<file path="src/rtl/clk_ratio_mon_pkg.sv">
// Shared types and defaults for the divided-clock ratio monitor.
package clk_ratio_mon_pkg;

    typedef enum logic [1:0] {
        IDLE    = 2'd0,
        MEASURE = 2'd1,
        LOCKED  = 2'd2
    } state_e;

    localparam int CNT_W_DEF    = 8;
    localparam int LOCK_CNT_DEF = 4;
    localparam int MATCH_W      = 4;

endpackage

</file>
<file path="src/rtl/clk_ratio_mon_edge.sv">
// Sampling and rising-edge detect for the monitored divided clock.
// CLK_RATIO_MON_SYNC_EN adds a two-flop synchronizer in front of the sampler.
module clk_ratio_mon_edge
    import clk_ratio_mon_pkg::*;
(
    input  logic clk_i,
    input  logic rst_ni,
    input  logic d_i,
    output logic lvl_o,
    output logic rise_o
);

    logic din;
    logic smp_q;
    logic prev_q;

`ifdef CLK_RATIO_MON_SYNC_EN
    logic [1:0] sync_q;

    always_ff @(posedge clk_i or negedge rst_ni) begin
        if (!rst_ni) begin
            sync_q <= 2'b00;
        end else begin
            sync_q <= {sync_q[0], d_i};
        end
    end

    assign din = sync_q[1];
`else
    assign din = d_i;
`endif

    always_ff @(posedge clk_i or negedge rst_ni) begin
        if (!rst_ni) begin
            smp_q  <= 1'b0;
            prev_q <= 1'b0;
        end else begin
            smp_q  <= din;
            prev_q <= smp_q;
        end
    end

    assign lvl_o  = smp_q;
    assign rise_o = smp_q & ~prev_q;

endmodule

</file>
<file path="src/rtl/clk_ratio_monitor.sv">
// Measures period/high time of a divided clock, tracks lock, flags errors.
// Build option: CLK_RATIO_MON_SYNC_EN (synchronizer on div_in).
module clk_ratio_monitor
    import clk_ratio_mon_pkg::*;
#(
    parameter int CNT_W    = CNT_W_DEF,
    parameter int LOCK_CNT = LOCK_CNT_DEF
) (
    input  logic             clk,
    input  logic             rst,
    input  logic             div_in,
    input  logic [CNT_W-1:0] exp_period,
    input  logic             clr,
    output logic [CNT_W-1:0] period,
    output logic [CNT_W-1:0] high_time,
    output logic             meas_valid,
    output logic             locked,
    output logic             err,
    output logic             timeout
);

    localparam logic [CNT_W-1:0]   CNT_ONE   = CNT_W'(1);
    localparam logic [CNT_W-1:0]   CNT_MAX   = {CNT_W{1'b1}};
    localparam logic [CNT_W-1:0]   CNT_PRE   = CNT_MAX - CNT_ONE;
    localparam logic [MATCH_W-1:0] MATCH_ONE = MATCH_W'(1);
    localparam logic [MATCH_W-1:0] LOCK_TGT  = MATCH_W'(LOCK_CNT);

    logic lvl;
    logic rise;

    state_e             state_q, state_d;
    logic [CNT_W-1:0]   cnt_q, cnt_d;
    logic [CNT_W-1:0]   hi_q, hi_d;
    logic [MATCH_W-1:0] mcnt_q, mcnt_d;
    logic [CNT_W-1:0]   period_q, period_d;
    logic [CNT_W-1:0]   high_q, high_d;
    logic               mv_q, mv_d;
    logic               err_q, err_d;
    logic               to_q, to_d;

    logic sat;
    logic match;
    logic pub;
    logic err_set;

    clk_ratio_mon_edge u_edge (
        .clk_i  (clk),
        .rst_ni (rst),
        .d_i    (div_in),
        .lvl_o  (lvl),
        .rise_o (rise)
    );

    // Saturation fires on the step into CNT_MAX, then the counter parks there
    assign sat   = ~rise & (cnt_q == CNT_PRE);
    assign match = (cnt_q == exp_period);

    always_comb begin
        cnt_d = cnt_q;
        hi_d  = hi_q;
        if (rise) begin
            cnt_d = CNT_ONE;
            hi_d  = CNT_ONE;
        end else begin
            if (cnt_q != CNT_MAX) cnt_d = cnt_q + CNT_ONE;
            if (lvl && hi_q != CNT_MAX) hi_d = hi_q + CNT_ONE;
        end
    end

    always_comb begin
        state_d = state_q;
        mcnt_d  = mcnt_q;
        pub     = 1'b0;
        err_set = 1'b0;
        unique case (state_q)
            IDLE: begin
                mcnt_d = '0;
                if (rise) state_d = MEASURE;
            end
            MEASURE: begin
                if (rise) begin
                    pub = 1'b1;
                    if (match) begin
                        mcnt_d = mcnt_q + MATCH_ONE;
                        if (mcnt_q + MATCH_ONE == LOCK_TGT) state_d = LOCKED;
                    end else begin
                        mcnt_d = '0;
                    end
                end
            end
            LOCKED: begin
                if (rise) begin
                    pub = 1'b1;
                    if (!match) begin
                        err_set = 1'b1;
                        mcnt_d  = '0;
                        state_d = MEASURE;
                    end
                end
            end
            default: state_d = IDLE;
        endcase
        if (sat) begin
            state_d = IDLE;
            mcnt_d  = '0;
        end
    end

    always_comb begin
        period_d = pub ? cnt_q : period_q;
        high_d   = pub ? hi_q : high_q;
        mv_d     = pub;
        err_d    = err_q;
        to_d     = to_q;
        if (clr) begin
            err_d = 1'b0;
            to_d  = 1'b0;
        end
        if (err_set) err_d = 1'b1;
        if (sat) to_d = 1'b1;
    end

    always_ff @(posedge clk or negedge rst) begin
        if (!rst) begin
            state_q  <= IDLE;
            cnt_q    <= '0;
            hi_q     <= '0;
            mcnt_q   <= '0;
            period_q <= '0;
            high_q   <= '0;
            mv_q     <= 1'b0;
            err_q    <= 1'b0;
            to_q     <= 1'b0;
        end else begin
            state_q  <= state_d;
            cnt_q    <= cnt_d;
            hi_q     <= hi_d;
            mcnt_q   <= mcnt_d;
            period_q <= period_d;
            high_q   <= high_d;
            mv_q     <= mv_d;
            err_q    <= err_d;
            to_q     <= to_d;
        end
    end

    assign period     = period_q;
    assign high_time  = high_q;
    assign meas_valid = mv_q;
    assign locked     = (state_q == LOCKED);
    assign err        = err_q;
    assign timeout    = to_q;

endmodule
</file>
<file path="config.mk">
export PLATFORM = sky130hd
export DESIGN_NAME = clk_ratio_monitor
export DESIGN_NICKNAME = d
export VERILOG_FILES = /design/src/rtl/clk_ratio_mon_pkg.sv /design/src/rtl/clk_ratio_mon_edge.sv /design/src/rtl/clk_ratio_monitor.sv
export SDC_FILE = /design/constraint.sdc
export NUM_CORES = 1
export LEC_CHECK = 0
export ABC_CLOCK_PERIOD_IN_PS = 1700
export CORE_MARGIN = 2
export CORE_UTILIZATION = 30
export DETAILED_ROUTE_END_ITERATION = 10
export GPL_TIMING_DRIVEN = 0
export SYNTH_ARGS = -nofsm -noshare
export SYNTH_HDL_FRONTEND = slang
export SYNTH_SLANG_ARGS = --single-unit
</file>
<file path="constraint.sdc">
create_clock -name clk -period 1.7 [get_ports clk]
set_input_delay 0.51 -clock clk [delete_from_list [all_inputs] [get_ports clk]]
set_output_delay 0.51 -clock clk [all_outputs]
set_load 0.02 [all_outputs]
</file>
==> summary.md <==
| Metric | Value |
|---|---|
| Insertion delay to the later sink of the worst-skew pair | 0.29 ns |
| Initial antenna violation count | 0 |
| Mapped Cells | 200 |
| ANT cells | 0 |
| Port Buffers | 31 |
| Fmax achieved | 539 MHz |
| Seq pwr share | 0.396 |
| Status | complete, but fails checks |
| Syn nets | 221 |
| All-layer global routing usage | 0.125 |
| Drt first pass iters | 4 |
| PD cells | about 1200 nW/um^2 |
| Crit share post-route | 1.09 |
| Die ar. | 8090 um^2 |
| Register-to-Register Path Depth | 7 |
| Slowest CP cell | a2111oi_4 |
| RSZ-0062 raised after global routing | true |
| RD Place Congestion | between 0.7 and 0.8 |
| Setup TNS | -0.307 ns |
| Htree depth | 2 |
| Critical-path maximum fanout | 6 |
| Antenna Nets Post-Route | 0 |
| Clk sink count | between 40 and 50 |
| Seq/Total Area, Yosys | 0.486 |
| Fillers | approximately 750 |
| Remaining DRCs | 0 |
| Clk root buf | clkbuf_8 |
| Reg2reg setup slack | -0.16 ns |
| Final WS setup | -0.156 ns |
| Worst setup startpoint | state_q[1] |
| Top-level I/O count | 32 |
| CP Launch Type | flip-flop |
| Synth Area per Inst | about 11 um^2 |
| Critical-path cell list | buf_6, ha_4, nor2b_1, o21ai_2, a2111oi_4, a211oi_4, mux2_4 |
| Core ar. | approximately 7200 um^2 |
| Clock power share | 0.184 |
| WL final | between 4000 and 5000 um |
| Leakage | between 1 and 1.5 nW |
| #FFs+latches synth | between 40 and 50 |
| Critical path capture point | state_q[0] |
| Crit path DAT | 2.03 ns |
| Mapped Area | 2220 um^2 |
| Max_slew headroom | 0.682 |
| Ys async rst share | 1.00 |
| Clk slew on worst S/H paths | about 0.09 ns |
| Via count of the routed design | approximately 1700 |
| Period minus WS final | 1.86 ns |
| Pin count of the biggest net entering global routing | 39 |
| Die Wd | 89.9 um |
| Layout cell share with drive strength beyond 1 | 0.360 |
| Min Hold Slack | between 0.03 and 0.04 ns |
| Internal Power | roughly 0.0023 W |
| Crit Path Class | flip-flop to flip-flop |
| Drt wl/cell | between 10 and 15 um |
| Worst Tran Pin Value | between 0.4 and 0.5 ns |
| Tot Pwr | around 0.0035 W |
| Clock buffer depth | 2 |
| Critical Path End Type | flip-flop |
| FP Rows | 31 |
| Grt total ovfl | 0 |
| Endpoints failing setup | 3 |
| Warnings, synthesis | 0 |
| Starting Density | 0.307 |
| Via density | approximately 4.7 |
| Final nets | 278 |
| Hold Crit Class | input pin to async pin |
| Psw | between 0.001 and 0.0015 W |
| Worst vdd ir | 0.535 mV |
| WP data required | between 1.5 and 2 ns |
| Max cap viols | 0 |
| Launch point of the worst reg-to-reg path | state_q[1] |
| Vias in the first global route | 1737 |
| Switching Share | 0.362 |
| DR iter-0 viols | 52 |
| CTS tree | yes |
| Comb pwr share | 0.420 |
| Failing checks | negative setup slack |
| Ys flop type | dfrtp_1 |
| FF-to-FF End | state_q[0] |
| Post-synthesis cell type count | 50 |
| First-pass GRT wire length | ~8300 um |
| Die Ht | around 90 um |
| CP max stage delay | about 0.44 ns |
| Final hold violation count | 0 |
| CTS Buf Count | 5 |
| Post-Route Skew | just under 0.007 ns |
| Area grow syn2layout | 37.8% |
| Post-synth EDFFs | 0 |
| Hpwl dp | roughly 3200 um |
| Max-slew violation count | 0 |
==> Yosys cell counts, drive strengths merged, types with 2 or more instances <==
cell,number,share of area
mux2i,3,0.014
nand2,17,0.029
nor3,3,0.0068
xnor2,16,0.070
nor2b,2,0.0056
inv,11,0.019
mux2,14,0.073
dfrtp,43,0.49
nand4,8,0.032
and2,2,0.0056
nor3b,2,0.0068
a31oi,4,0.011
a211oi,2,0.0090
nand3,5,0.011
buf,4,0.015
and3,3,0.0085
nor2,14,0.024
o21a,2,0.0068
clkbuf,3,0.0051
o21ai,11,0.027
xor2,3,0.012
ha,9,0.051
==> stage by stage <==
step | utilization | setup slack [ns] | instances | area, um^2
detailed placement | 0.372 | -0.672 | 331 | 2680
finish | 0.423 | -0.156 | 357 | 3050
global route | 0.423 | -0.211 | 357 | 3050
floorplan | - | -0.0724 | 200 | 2230
CTS | 0.410 | -0.109 | 354 | 2960
global placement | 0.370 | -1.08 | 330 | 2670
==> flip-flops by register name (all words and copies together) (netlist names) <==
| signal | cells |
|---|---|
| cnt_q | 8 |
| high_time | 8 |
| meas_valid | 1 |
| u_edge.prev_q | 1 |
| hi_q | 8 |
| timeout | 1 |
| state_q | 2 |
| u_edge.lvl_o | 1 |
| mcnt_q | 4 |
| period | 8 |
| err | 1 |
==> worst min path at each step <==
| stage | from | to | slack (ns) | depth (start not counted) |
|---|---|---|---|---|
| after global routing | rst | mcnt_q[2] | 0.04 | 1 |
| final | rst | mcnt_q[2] | 0.03 | 1 |
| after detailed placement | rst | mcnt_q[0] | 0.36 | 1 |
| after global placement | u_edge.lvl_o | u_edge.prev_q | 0.47 | 0 |
| after floorplan | rst | cnt_q[0] | 0.21 | 0 |
| after CTS | rst | timeout | 0.04 | 1 |
==> cells in the final DEF (no fill, tap or decap), types with 2 or more instances in the layout <==
cell type | netlist | layout
o21ai_0 | 9 | 7
clkdlybuf4s50_1 | 0 | 2
xor2_1 | 3 | 3
ha_1 | 9 | 4
nand3_1 | 5 | 5
inv_2 | 0 | 3
buf_6 | 2 | 5
mux2i_1 | 3 | 3
ha_4 | 0 | 3
dlygate4sd2_1 | 0 | 27
ha_2 | 0 | 2
clkbuf_8 | 0 | 5
xnor2_1 | 14 | 11
dfrtp_1 | 43 | 33
mux2_2 | 13 | 13
dfrtp_2 | 0 | 10
nor3_1 | 3 | 3
xnor2_2 | 2 | 5
clkbuf_1 | 3 | 2
nor2_1 | 14 | 12
inv_1 | 11 | 8
nand2_1 | 17 | 16
and3_1 | 3 | 2
o21ai_2 | 1 | 3
nand4_1 | 6 | 6
clkbuf_2 | 0 | 2
buf_4 | 1 | 18
nor3b_1 | 2 | 2
a31oi_1 | 4 | 4
==> critical path: cells and delay by family, from the launching register on <==
kind / cells / cell delay, ns
compound gates: 3 / 0.60
flops: 1 / 0.40
mux: 1 / 0.30
fa+ha+maj: 1 / 0.18
simple gates: 1 / 0.14
buf+inv: 1 / 0.13
==> logic make-up (layout without fill, tap and decap cells) <==
kind of cell / Yosys count / after routing / synth area share
compound gates: 30 / 30 / 0.0977
xor+xnor: 19 / 19 / 0.0819
fa+ha+maj: 9 / 9 / 0.0508
buf+inv: 18 / 76 / 0.0390
flops: 43 / 43 / 0.486
mux: 17 / 17 / 0.0864
simple gates: 64 / 64 / 0.159
==> metal layers <==
| metal | track usage | wire, um | vias to the layer above |
|---|---|---|---|
| met2 | 0.211 | 2360 | 29 |
| li1 | - | - | 811 |
| met1 | 0.155 | 2150 | 837 |
| met5 | 0 | 0 | - |
| met4 | 0.0423 | 78 | 0 |
| met3 | 0.0344 | 189 | 9 |
==> cell type report <==
class,instances,area [um^2],area share
tap,99,124,0.0406
clock inverter,2,12.5,0.00410
multi-input combinational,139,1230,0.402
sequential,43,1090,0.356
inverter,11,41.3,0.0135
timing repair buffer,51,443,0.145
buffer,6,43.8,0.0143
clock buffer,6,72.6,0.0238
==> power groups by stage <==
stage | registers (W) | logic (W) | clock network [W]
after floorplan | 0.00151 | 0.000708 | 0
after global placement | 0.00142 | 0.00122 | 0
after detailed placement | 0.00143 | 0.00125 | 0
after CTS | 0.00140 | 0.00142 | 0.000678
after global routing | 0.00144 | 0.00163 | 0.000726
final | 0.00140 | 0.00149 | 0.000651
==> what timing repair did <==
item / 4_1_cts / 5_1_grt
setup buffers: 16 / 3
pin swaps: 8 / 6
hold buffers: 0 / 0
resized for setup: 64 / 19
endpoints found under the setup margin: 35 / 14
No activity file was read; power rests on OpenSTA's default activity.
